File: config.mk
export PLATFORM = sky130hd
export DESIGN_NAME = booth_operand_sequencer_flat
export DESIGN_NICKNAME = d
export VERILOG_FILES = /design/src/rtl/booth_pkg.sv /design/src/rtl/booth_operand_sequencer_if.sv /design/src/rtl/booth_seq_timer.sv /design/src/rtl/booth_operand_sequencer.sv /design/src/flat_wrapper.sv
export SDC_FILE = /design/constraint.sdc
export NUM_CORES = 1
export LEC_CHECK = 0
export BUFFER_PORTS_ARGS = -buffer_cell sky130_fd_sc_hd__buf_2
export CORE_ASPECT_RATIO = 1.75
export CORE_MARGIN = 5
export CORE_UTILIZATION = 51
export DETAILED_ROUTE_END_ITERATION = 6
export PLACE_DENSITY_LB_ADDON = 0.25
export SLEW_MARGIN = 40
export SYNTH_ARGS = -nofsm -noshare
export SYNTH_HDL_FRONTEND = slang
export SYNTH_SLANG_ARGS = --single-unit
File: constraint.sdc
create_clock -name clk -period 9.73 [get_ports clk]
set_input_delay 1.4595 -clock clk [delete_from_list [all_inputs] [get_ports clk]]
set_output_delay 1.4595 -clock clk [all_outputs]
set_load 0.005 [all_outputs]
File: src/rtl/booth_pkg.sv
// Shared types and constants for the Booth multiplier front end.
package booth_pkg;

    localparam int BOOTH_WIDTH   = 16;
    localparam int BOOTH_TIMEOUT = 64;

    typedef enum logic [2:0] {
        IDLE,
        LOAD_M,
        LOAD_Q,
        WAIT,
        RESP
    } seq_state_e;

endpackage

File: src/rtl/booth_operand_sequencer_if.sv
// Operand, result and multiplier-side signals of the Booth operand sequencer.
interface booth_operand_sequencer_if
    import booth_pkg::*;
#(
    parameter int WIDTH = BOOTH_WIDTH,
    parameter int CNT_W = $clog2(BOOTH_TIMEOUT + 1)
);
    logic                      in_valid;
    logic                      in_ready;
    logic signed [WIDTH-1:0]   in_mcand;
    logic signed [WIDTH-1:0]   in_mplier;

    logic                      out_valid;
    logic                      out_ready;
    logic signed [2*WIDTH-1:0] out_product;
    logic                      out_err;
    logic [CNT_W-1:0]          out_cycles;

    logic                      mul_start;
    logic [WIDTH-1:0]          mul_data;
    logic                      mul_done;
    logic [WIDTH-1:0]          mul_a;
    logic [WIDTH-1:0]          mul_q;

    // Environment side: operand producer, result consumer and multiplier.
    modport master (
        output in_valid, in_mcand, in_mplier, out_ready, mul_done, mul_a, mul_q,
        input  in_ready, out_valid, out_product, out_err, out_cycles, mul_start, mul_data
    );

    // Sequencer side.
    modport slave (
        input  in_valid, in_mcand, in_mplier, out_ready, mul_done, mul_a, mul_q,
        output in_ready, out_valid, out_product, out_err, out_cycles, mul_start, mul_data
    );
endinterface

File: src/rtl/booth_seq_timer.sv
// Cycle counter for the WAIT state; flags the last permitted cycle before timeout.
module booth_seq_timer
    import booth_pkg::*;
#(
    parameter int TIMEOUT = BOOTH_TIMEOUT,
    parameter int CNT_W   = $clog2(TIMEOUT + 1)
) (
    input  logic             clk,
    input  logic             rst,
    input  logic             clear_i,
    input  logic             enable_i,
    output logic [CNT_W-1:0] count_o,
    output logic             expired_o
);
    logic [CNT_W-1:0] count_q;
    logic [CNT_W-1:0] count_d;

    always_comb begin
        count_d = count_q;
        if (clear_i) begin
            count_d = '0;
        end else if (enable_i) begin
            count_d = count_q + CNT_W'(1);
        end
    end

    always_ff @(posedge clk) begin
        if (rst) begin
            count_q <= '0;
        end else begin
            count_q <= count_d;
        end
    end

    assign count_o   = count_q;
    assign expired_o = (count_q == CNT_W'(TIMEOUT - 1));
endmodule

File: src/rtl/booth_operand_sequencer.sv
// Serialises an operand pair onto the Booth multiplier load bus and returns
// the captured {A,Q} product, or a timeout result if done never arrives.
module booth_operand_sequencer
    import booth_pkg::*;
#(
    parameter int WIDTH   = BOOTH_WIDTH,
    parameter int TIMEOUT = BOOTH_TIMEOUT,
    parameter int CNT_W   = $clog2(TIMEOUT + 1)
) (
    input  logic                        clk,
    input  logic                        rst,
    booth_operand_sequencer_if.slave    bus
);
    seq_state_e                state_q, state_d;
    logic signed [WIDTH-1:0]   mcand_q, mplier_q;
    logic signed [2*WIDTH-1:0] prod_q;
    logic                      err_q;
    logic [CNT_W-1:0]          cycles_q;

    logic                      accept;
    logic                      tmr_en;
    logic                      cap_done;
    logic                      cap_timeout;
    logic                      in_ready_c;
    logic                      mul_start_c;
    logic [WIDTH-1:0]          mul_data_c;
    logic [CNT_W-1:0]          wait_cnt;
    logic                      wait_expired;

    booth_seq_timer #(
        .TIMEOUT (TIMEOUT),
        .CNT_W   (CNT_W)
    ) u_timer (
        .clk       (clk),
        .rst       (rst),
        .clear_i   (accept),
        .enable_i  (tmr_en),
        .count_o   (wait_cnt),
        .expired_o (wait_expired)
    );

    always_comb begin
        state_d     = state_q;
        accept      = 1'b0;
        tmr_en      = 1'b0;
        cap_done    = 1'b0;
        cap_timeout = 1'b0;
        in_ready_c  = 1'b0;
        mul_start_c = 1'b0;
        mul_data_c  = '0;
        case (state_q)
            IDLE: begin
                in_ready_c = 1'b1;
                if (bus.in_valid) begin
                    accept  = 1'b1;
                    state_d = LOAD_M;
                end
            end
            LOAD_M: begin
                mul_start_c = 1'b1;
                mul_data_c  = mcand_q;
                state_d     = LOAD_Q;
            end
            LOAD_Q: begin
                mul_start_c = 1'b1;
                mul_data_c  = mplier_q;
                state_d     = WAIT;
            end
            WAIT: begin
                tmr_en = 1'b1;
                // A done arriving on the final permitted cycle still counts as success.
                if (bus.mul_done) begin
                    cap_done = 1'b1;
                    state_d  = RESP;
                end else if (wait_expired) begin
                    cap_timeout = 1'b1;
                    state_d     = RESP;
                end
            end
            RESP: begin
                if (bus.out_ready) begin
                    state_d = IDLE;
                end
            end
            default: state_d = IDLE;
        endcase
    end

    always_ff @(posedge clk) begin
        if (rst) begin
            state_q  <= IDLE;
            prod_q   <= '0;
            err_q    <= 1'b0;
            cycles_q <= '0;
        end else begin
            state_q <= state_d;
            if (cap_done) begin
                prod_q   <= {bus.mul_a, bus.mul_q};
                err_q    <= 1'b0;
                cycles_q <= wait_cnt + CNT_W'(1);
            end else if (cap_timeout) begin
                prod_q   <= '0;
                err_q    <= 1'b1;
                cycles_q <= CNT_W'(TIMEOUT);
            end
        end
    end

    always_ff @(posedge clk) begin
        if (accept) begin
            mcand_q  <= bus.in_mcand;
            mplier_q <= bus.in_mplier;
        end
    end

    // in_ready is held low while reset is asserted, even though the state is already IDLE.
    assign bus.in_ready    = in_ready_c && !rst;
    assign bus.mul_start   = mul_start_c;
    assign bus.mul_data    = mul_data_c;
    assign bus.out_valid   = (state_q == RESP);
    assign bus.out_product = prod_q;
    assign bus.out_err     = err_q;
    assign bus.out_cycles  = cycles_q;
endmodule

File: src/flat_wrapper.sv
// flat-port wrapper written by rule: the top's interface ports become plain ports
module booth_operand_sequencer_flat import booth_pkg::*;
#(
    parameter int WIDTH   = BOOTH_WIDTH,
    parameter int TIMEOUT = BOOTH_TIMEOUT,
    parameter int CNT_W   = $clog2(TIMEOUT + 1)
)
  (clk, rst, bus_in_valid, bus_in_mcand, bus_in_mplier, bus_out_ready, bus_mul_done, bus_mul_a, bus_mul_q, bus_in_ready, bus_out_valid, bus_out_product, bus_out_err, bus_out_cycles, bus_mul_start, bus_mul_data);
  booth_operand_sequencer_if #(.WIDTH(WIDTH), .CNT_W(CNT_W)) bus_i ();
  input  logic clk;
  input  logic rst;
  input wire logic [$bits(bus_i.in_valid)-1:0] bus_in_valid;
  input wire logic [$bits(bus_i.in_mcand)-1:0] bus_in_mcand;
  input wire logic [$bits(bus_i.in_mplier)-1:0] bus_in_mplier;
  input wire logic [$bits(bus_i.out_ready)-1:0] bus_out_ready;
  input wire logic [$bits(bus_i.mul_done)-1:0] bus_mul_done;
  input wire logic [$bits(bus_i.mul_a)-1:0] bus_mul_a;
  input wire logic [$bits(bus_i.mul_q)-1:0] bus_mul_q;
  output wire logic [$bits(bus_i.in_ready)-1:0] bus_in_ready;
  output wire logic [$bits(bus_i.out_valid)-1:0] bus_out_valid;
  output wire logic [$bits(bus_i.out_product)-1:0] bus_out_product;
  output wire logic [$bits(bus_i.out_err)-1:0] bus_out_err;
  output wire logic [$bits(bus_i.out_cycles)-1:0] bus_out_cycles;
  output wire logic [$bits(bus_i.mul_start)-1:0] bus_mul_start;
  output wire logic [$bits(bus_i.mul_data)-1:0] bus_mul_data;
  assign bus_i.in_valid = bus_in_valid;
  assign bus_i.in_mcand = bus_in_mcand;
  assign bus_i.in_mplier = bus_in_mplier;
  assign bus_i.out_ready = bus_out_ready;
  assign bus_i.mul_done = bus_mul_done;
  assign bus_i.mul_a = bus_mul_a;
  assign bus_i.mul_q = bus_mul_q;
  assign bus_in_ready = bus_i.in_ready;
  assign bus_out_valid = bus_i.out_valid;
  assign bus_out_product = bus_i.out_product;
  assign bus_out_err = bus_i.out_err;
  assign bus_out_cycles = bus_i.out_cycles;
  assign bus_mul_start = bus_i.mul_start;
  assign bus_mul_data = bus_i.mul_data;
  booth_operand_sequencer #(.WIDTH(WIDTH), .TIMEOUT(TIMEOUT), .CNT_W(CNT_W)) u_core (.clk(clk), .rst(rst), .bus(bus_i));
endmodule
# Yosys cells after proc, flatten, opt, wreduce, memory -nomap -nowiden

Index checks and enable logic that the tools add are counted.

Bits in registers: 82
Latch bits: 0
RAM bits: 0
Bits in read-only memories: 0
Input bits: 69
Output and inout port bits: 59
Memories: 0

$add $sub $neg: 1
Multipliers: 0
Divide/modulo/power cells: 0
Magnitude comparators: 0
Equal/unequal tests: 8
Shifts and indexed selects: 0
Mux-type cells: 20
Bitwise operators: 0
Reductions and logical operators: 8

Operator list:

| kind                | count |
|---|---|
| $mux 32             | 2 |
| $pmux 16 s2         | 1 |
| $pmux 3 s5          | 1 |
| $mux 7              | 2 |
| $mux 3              | 4 |
| $mux 1              | 10 |
| $add 7x1->7 const B | 1 |
| $eq 7x6->1 const B  | 1 |
| $eq 3x2->1 const B  | 2 |
| $reduce_or 2->1     | 3 |
| $ne 2x2->1 const B  | 2 |
| $eq 3x1->1 const B  | 1 |
| $eq 3x3->1 const B  | 1 |
| $logic_not 3->1     | 1 |
| $ne 3x3->1 const B  | 1 |
| $reduce_and 3->1    | 1 |
| $reduce_bool 2->1   | 1 |
| $logic_and 1x1->1   | 1 |
| $logic_not 1->1     | 1 |

# Longest topological paths before layout

Gate-level depths: netlist of the first run.

Depth after elaboration: 6
Depth in mapped cells: 8
Gate-level depth less buffers: 5

# Modules after synthesis

A second synthesis of the first run with hierarchy kept.

Cell total of the unflattened synthesis: 301
Area, all modules: 3240.6 µm²

Modules (own cells, without submodules):

| module                  | instances | cells each | area each (µm²) | seq. area each (µm²) |
|---|---|---|---|---|
| booth_operand_sequencer | 1         | 267        | 2936.6          | 1821.7 |
| booth_seq_timer         | 1         | 34         | 304.0           | 140.1 |

# Worst setup path after synthesis of the first run

No wires, ideal clock.

Kind: input to register
From: input port bus_in_valid
To: register u_core.u_timer.count_q[0], in the netlist u_core.u_timer.count_o[0]
Setup time: 0.122 ns
Arrival time: 5.527 ns
Path slack: 4.081 ns
Stages on the path: 4
Path through: nor4b_1 > or2_2 > clkbuf_1 > nor2_1

Longest elaborated chain between the ends: 3

RTL lines:

| what                      | line                          | RTL |
|---|---|---|
| start: declaration        | flat_wrapper.sv:12            | `input wire logic [$bits(bus_i.in_valid)-1:0] bus_in_valid;` |
| $mux 1                    | booth_operand_sequencer.sv:54 | `if (bus.in_valid) begin` |
| $mux 1                    | booth_operand_sequencer.sv:51 | `case (state_q)` |
| $reduce_or 2->1 (no line) | -                             |  |
| end signal: assignment    | booth_seq_timer.sv:31         | `count_q <= count_d;` |
| end: declaration          | booth_seq_timer.sv:15         | `logic [CNT_W-1:0] count_q;` |

Every way passes these cells.
A chain may end at the register's enable or synchronous reset.

# Worst setup path after layout of the first run

From: input port rst
To: output port bus_in_ready

Longest elaborated chain between the ends: 2

RTL lines:

| what               | line                           | RTL |
|---|---|---|
| start: declaration | flat_wrapper.sv:11             | `input logic rst;` |
| $logic_not 1->1    | booth_operand_sequencer.sv:117 | `assign bus.in_ready = in_ready_c && !rst;` |
| $logic_and 1x1->1  | booth_operand_sequencer.sv:117 |  |
| end: declaration   | flat_wrapper.sv:19             | `output wire logic [$bits(bus_i.in_ready)-1:0] bus_in_ready;` |

Every way passes these cells.

==> impl_metrics.json, run 1 <==
{
  "slowest_delay_ns": 0.19,
  "cts_inserted_buffers": 9,
  "final_core_util": 0.654,
  "dp_hpwl_mm": 5.22,
  "path_class": "input pin to output pin",
  "worst_ep_arrival_time_ns": 1.99,
  "port_buffers": 127,
  "rows": 38,
  "multi_input_area_mm2": 0.00109,
  "core_mm2": 0.00613,
  "p_per_area_mw_per_mm2": 176,
  "min_period_ns": 3.45,
  "start_kind": "input pin",
  "antenna_cells": 0,
  "required_ns": 8.27,
  "ys_ff_latch": 82,
  "holdBufCountCts": 0,
  "synth_edf_count": 32,
  "slew-limit-headroom": 0.532,
  "placedInstanceArea_mm2": 0.00380,
  "layout-drive-gt1-share": 0.369,
  "dieArea_mm2": 0.00791,
  "holdCritPathClass": "register to register",
  "drtAntennaViolNets": 0,
  "layout_commonest_cell": "buf_2",
  "stdcell_count": 497,
  "cts-root-buf": "clkbuf_8",
  "globalRouteOverflowTotal": 0,
  "grt_usage": 0.189,
  "avgViaCountPerCell": 5.32,
  "path_cells": "buf_2 -> nor4_1 -> buf_2",
  "cts_tree": "built",
  "die_x_um": 69.4,
  "clk_pin_slew_ns": 0.07,
  "status": "completed",
  "ys.warnings.count": 0,
  "cts_buffer_depth": 2,
  "worst_setup_path_end_kind": "output pin",
  "firstDrtPassIters": 4,
  "grt_pass1_wl_mm": 11.8,
  "setup_violations": 0,
  "power.leakage_nw": 1.68,
  "layout_common_cells": "buf_2, dfxtp_1, a21oi_1, nand2_1, o21ai_0",
  "avgSynthCellArea_um2": 10.7,
  "antenna_found_initial": 0,
  "grt_max_degree": 50,
  "crit_path_top_delay_cell": "nor4_1",
  "fillerInstances": 526,
  "synth_cell_types": 39,
  "vias": 2644,
  "totalPowerFinal_uw": 704,
  "first_global_vias": 2575,
  "hold_viol_final": 0,
  "critical_path.most_common_cell": "buf_2",
  "postSynthCellCount": 295,
  "drc": 0,
  "regArea_mm2": 0.00196,
  "drt_iter0_drc": 135,
  "peakVddDrop_uv": 101,
  "fin_crit_sh": 0.354,
  "area_delta_synth_final_pct": 27.3,
  "synth_area_mm2": 0.00315,
  "synth_fp_nets": 365,
  "yosysSeqAreaShare": 0.623,
  "worst_slack_ns": 6.28,
  "maxCapViolCount": 0,
  "cts_sinks": 82,
  "synthFlopType": "dfxtp_1",
  "post-place-ws_ns": 5.91,
  "post-cts-setup-buffers": 0,
  "drv_slew": 0,
  "worst_pin_slew_ns": 0.699,
  "drt-total-wl_mm": 7.49,
  "whs_ns": 0.463,
  "routedWlPerCell_um": 15.1,
  "worstPathMaxFanout": 11,
  "h-tree-depth": 3,
  "initial_core_util": 0.514,
  "fmax_mhz": 290,
  "final.setup_skew_ns": 0.00528,
  "placedCellCount": 480,
  "fin_area_mm2": 0.00401,
  "fin_tns_setup_ns": 0,
  "num-nets-final": 482,
  "die_h_um": 114,
  "cts_resized": 0,
  "async_flop_share": 0,
  "io_pins": 128,
  "grt_setup_unrepaired": "false",
  "gp_congestion": 0.774,
  "clk_latency_ns": 0.35
}
[sequential cells by signal, summed over array words and instances (netlist names)]
signal / cells
u_core.mcand_q: 16
u_core.bus.out_cycles: 7
u_core.bus.out_err: 1
u_core.u_timer.count_o: 7
u_core.bus.out_product: 32
u_core.state_q: 3
u_core.mplier_q: 16
[per-layer routing]
metal | global-route usage | part of all wire
met1 | 0.199 | 0.38
met2 | 0.334 | 0.51
met3 | 0.0635 | 0.083
met4 | 0.0978 | 0.028
met5 | 0 | 0
[Yosys cell counts, drive strengths merged, types with 2 or more instances]
library cell  number  area share
dfxtp             50        0.32
a21oi             44       0.070
nand2             42       0.050
o21ai             42       0.067
edfxtp            32        0.31
a22o              16       0.044
clkbuf            13       0.016
buf               12       0.026
nor2               7      0.0083
xnor2              4       0.011
or3                3      0.0068
inv                2      0.0024
nand3              2      0.0048
nor3               2      0.0032
nor3b              2      0.0079
nor4               2      0.0040
o21a               2      0.0048
or2                2      0.0040
xor2               2      0.0056
[final cells by class]
class,count,share of cell area
repair buffers,131,0.169
inverters,2,0.00187
multi-input cells,186,0.271
clock inverters,4,0.0106
flip-flops and latches,82,0.489
well taps,80,0.0250
clock buffers,12,0.0337
[logic make-up (layout without fill, tap and decap cells)]
group	after synthesis	count (layout)	synth area share
AND/OR/NAND/NOR	67	67	0.104
buffers and inverters	27	149	0.0449
XOR/XNOR	6	6	0.0167
multiplexers	1	1	0.00318
AO/OA/AOI/OAI	111	111	0.205
flip-flops	82	82	0.623
adder cells (fa/ha/maj)	1	1	0.00397
[path summary, 6_finish.rpt]
kind / to / slack, ns / from / cells past startpoint
worst max-delay path: bus_in_ready / 6.28 / rst / 3
worst min-delay path: u_core.bus.out_err$_SDFFE_PP0P_ / 0.46 / u_core.bus.out_err$_SDFFE_PP0P_ / 2
worst max register to register: u_core.bus.out_cycles[5]$_SDFFE_PP0P_ / 7.61 / u_core.state_q[0]$_SDFFE_PP0P_ / 5
worst min register to register: u_core.bus.out_err$_SDFFE_PP0P_ / 0.46 / u_core.bus.out_err$_SDFFE_PP0P_ / 2
[worst max-delay path: cells and delay by family]
kind          cells  cell delay [ns]
simple gates      1             0.19
buf+inv           2             0.34
[where the power goes]
| part | leakage [nW] | switching, mW | internal, mW |
|---|---|---|---|
| clock | 0.0894 | 0.107 | 0.117 |
| combinational | 0.888 | 0.0472 | 0.0417 |
| sequential | 0.706 | 0.0117 | 0.380 |
| total | 1.68 | 0.166 | 0.538 |
(Power assumes the default switching activity.)
==> inputs of run 2 (changes only) <==
--- a/config.mk
+++ b/config.mk
@@ -8,7 +8,7 @@
 export BUFFER_PORTS_ARGS = -buffer_cell sky130_fd_sc_hd__buf_2
 export CORE_ASPECT_RATIO = 1.75
 export CORE_MARGIN = 5
-export CORE_UTILIZATION = 51
+export CORE_UTILIZATION = 43
 export DETAILED_ROUTE_END_ITERATION = 6
 export PLACE_DENSITY_LB_ADDON = 0.25
 export SLEW_MARGIN = 40
==> constraint.sdc (replaced) <==
create_clock -name clk -period 3 [get_ports clk]
set_input_delay 0.45 -clock clk [delete_from_list [all_inputs] [get_ports clk]]
set_output_delay 0.45 -clock clk [all_outputs]
set_load 0.005 [all_outputs]
==> run 2 against run 1 <==
Compared with the run above:
- sequential cell count did not move
- critical path depth rose by 1
- register-to-register slack got worse by 6.6 ns
- clock power rose to 4.4 times the previous value
- via count fell by 1.6%
- sequential power rose to 3.2 times the previous value
- routed wire length rose by 2.6%
- critical path type is now register to output pin
==> impl_metrics.json, run 2 (same netlist as run 1, synthesis figures left out) <==
{
  "globalRouteOverflowTotal": 0,
  "worst_ep_arrival_time_ns": 1.61,
  "regArea_mm2": 0.00196,
  "fin_tns_setup_ns": 0,
  "path_cells": "nor3b_2 -> buf_4 -> or2_2 -> buf_2",
  "rows": 41,
  "path_buf_inv": 2,
  "grt_use_met3": 0.0643,
  "layout_commonest_cell": "buf_2",
  "initial_core_util": 0.439,
  "start_kind": "register",
  "crit_path_top_delay_cell": "dfxtp_1",
  "maxCapViolCount": 0,
  "dp_hpwl_mm": 5.63,
  "drt-total-wl_mm": 7.69,
  "layout_common_cells": "buf_2, dfxtp_1, a21oi_1, nand2_1, o21ai_0",
  "layout-drive-gt1-share": 0.382,
  "p_per_area_mw_per_mm2": 618,
  "peakVddDrop_uv": 389,
  "holdBufCountCts": 0,
  "crit_family": "flip-flops",
  "multi_input_area_mm2": 0.00106,
  "cts_buffer_depth": 2,
  "drtAntennaViolNets": 0,
  "area_delta_synth_final_pct": 30.4,
  "path_class": "register to output pin",
  "worst_setup_path_end_kind": "output pin",
  "grt_max_degree": 39,
  "post-cts-setup-buffers": 0,
  "setup_violations": 0,
  "drt_iter0_drc": 93,
  "gr-usage-met2": 0.281,
  "core_mm2": 0.00718,
  "gp_congestion": 0.836,
  "holdCritPathClass": "input pin to register",
  "num-nets-final": 486,
  "slowest_delay_ns": 0.57,
  "slew-limit-headroom": 0.603,
  "required_ns": 2.55,
  "min_period_ns": 2.06,
  "worst_slack_ns": 0.939,
  "dieArea_mm2": 0.00921,
  "cts_tree": "built",
  "placedInstanceArea_mm2": 0.00384,
  "h-tree-depth": 3,
  "fmax_mhz": 485,
  "fin_area_mm2": 0.00411,
  "cts-root-buf": "clkbuf_16",
  "final.setup_skew_ns": 0.00599,
  "whs_ns": 0.295,
  "vias": 2601,
  "drv_slew": 0,
  "clk_latency_ns": 0.33,
  "fin_crit_sh": 0.687,
  "largest_reg_flops": 32,
  "grt_busiest_layer": "met2",
  "antenna_found_initial": 0,
  "drc": 0,
  "antenna_cells": 0,
  "port_buffers": 127,
  "power.leakage_nw": 1.72,
  "grt_usage": 0.172,
  "post-place-ws_ns": 1.06,
  "final_core_util": 0.572,
  "cts_inserted_buffers": 9,
  "grt_setup_unrepaired": "false",
  "io_pins": 128,
  "met1_usage": 0.191,
  "worstPathMaxFanout": 17,
  "cts_sinks": 82,
  "die_x_um": 74.7,
  "clk_pin_slew_ns": 0.06,
  "hold_viol_final": 0,
  "cts_resized": 0,
  "firstDrtPassIters": 4,
  "fillerInstances": 644,
  "routedWlPerCell_um": 15.2,
  "die_h_um": 123,
  "first_global_vias": 2520,
  "worst_pin_slew_ns": 0.593,
  "status": "completed",
  "avgViaCountPerCell": 5.13,
  "r2r_slack_ns": 1.03,
  "grt_pass1_wl_mm": 11.8
}
[run 2: cell count changes in the layout (fill, tap and decap cells not counted)]
cell       change
buf_12         -1
buf_4          +5
bufinv_16      -1
clkbuf_1       -3
clkbuf_16      +9
clkbuf_8       -8
clkinv_2       +2
inv_6          +1
nand3b_2       +1
nand3b_4       -1
nor3b_2        +2
nor3b_4        -2
[run 2: per-stage QoR]
step / cells / total power, mW
2_1_floorplan: 295 / 1.45
3_3_place_gp: 491 / 1.58
3_5_place_dp: 491 / 1.58
4_1_cts: 507 / 2.58
5_1_grt: 507 / 2.65
6_report: 507 / 2.54
[run 2: routing by layer]
layer,vias to the layer above,wire length [µm]
met1,1193,2870
met4,0,184
met5,-,0
met2,92,3880
li1,1300,-
met3,16,758
[run 2: final timing paths]
path,from,to,cells past startpoint
worst min register to register,u_core.bus.out_product[26]$_SDFFE_PP0P_,u_core.bus.out_product[26]$_SDFFE_PP0P_,2
worst max register to register,u_core.u_timer.count_o[0]$_SDFFE_PP0P_,u_core.bus.out_product[23]$_SDFFE_PP0P_,6
worst max-delay path,u_core.state_q[2]$_SDFFE_PP0P_,bus_mul_start,4
worst min-delay path,bus_in_mplier[11],u_core.mplier_q[11]$_DFFE_PP_,1
[run 2: where the power goes]
group,internal [mW],leakage (nW),total [mW],switching (mW)
clock,0.575,0.137,0.981,0.407
sequential,1.23,0.706,1.27,0.0324
combinational,0.137,0.881,0.289,0.152
[run 2: area by class of cell]
type | instances | area share
tap | 86 | 0.0262
clock inverter | 6 | 0.00761
multi-input combinational | 186 | 0.259
timing repair buffer | 135 | 0.169
sequential | 82 | 0.478
inverter | 2 | 0.00183
clock buffer | 10 | 0.0582
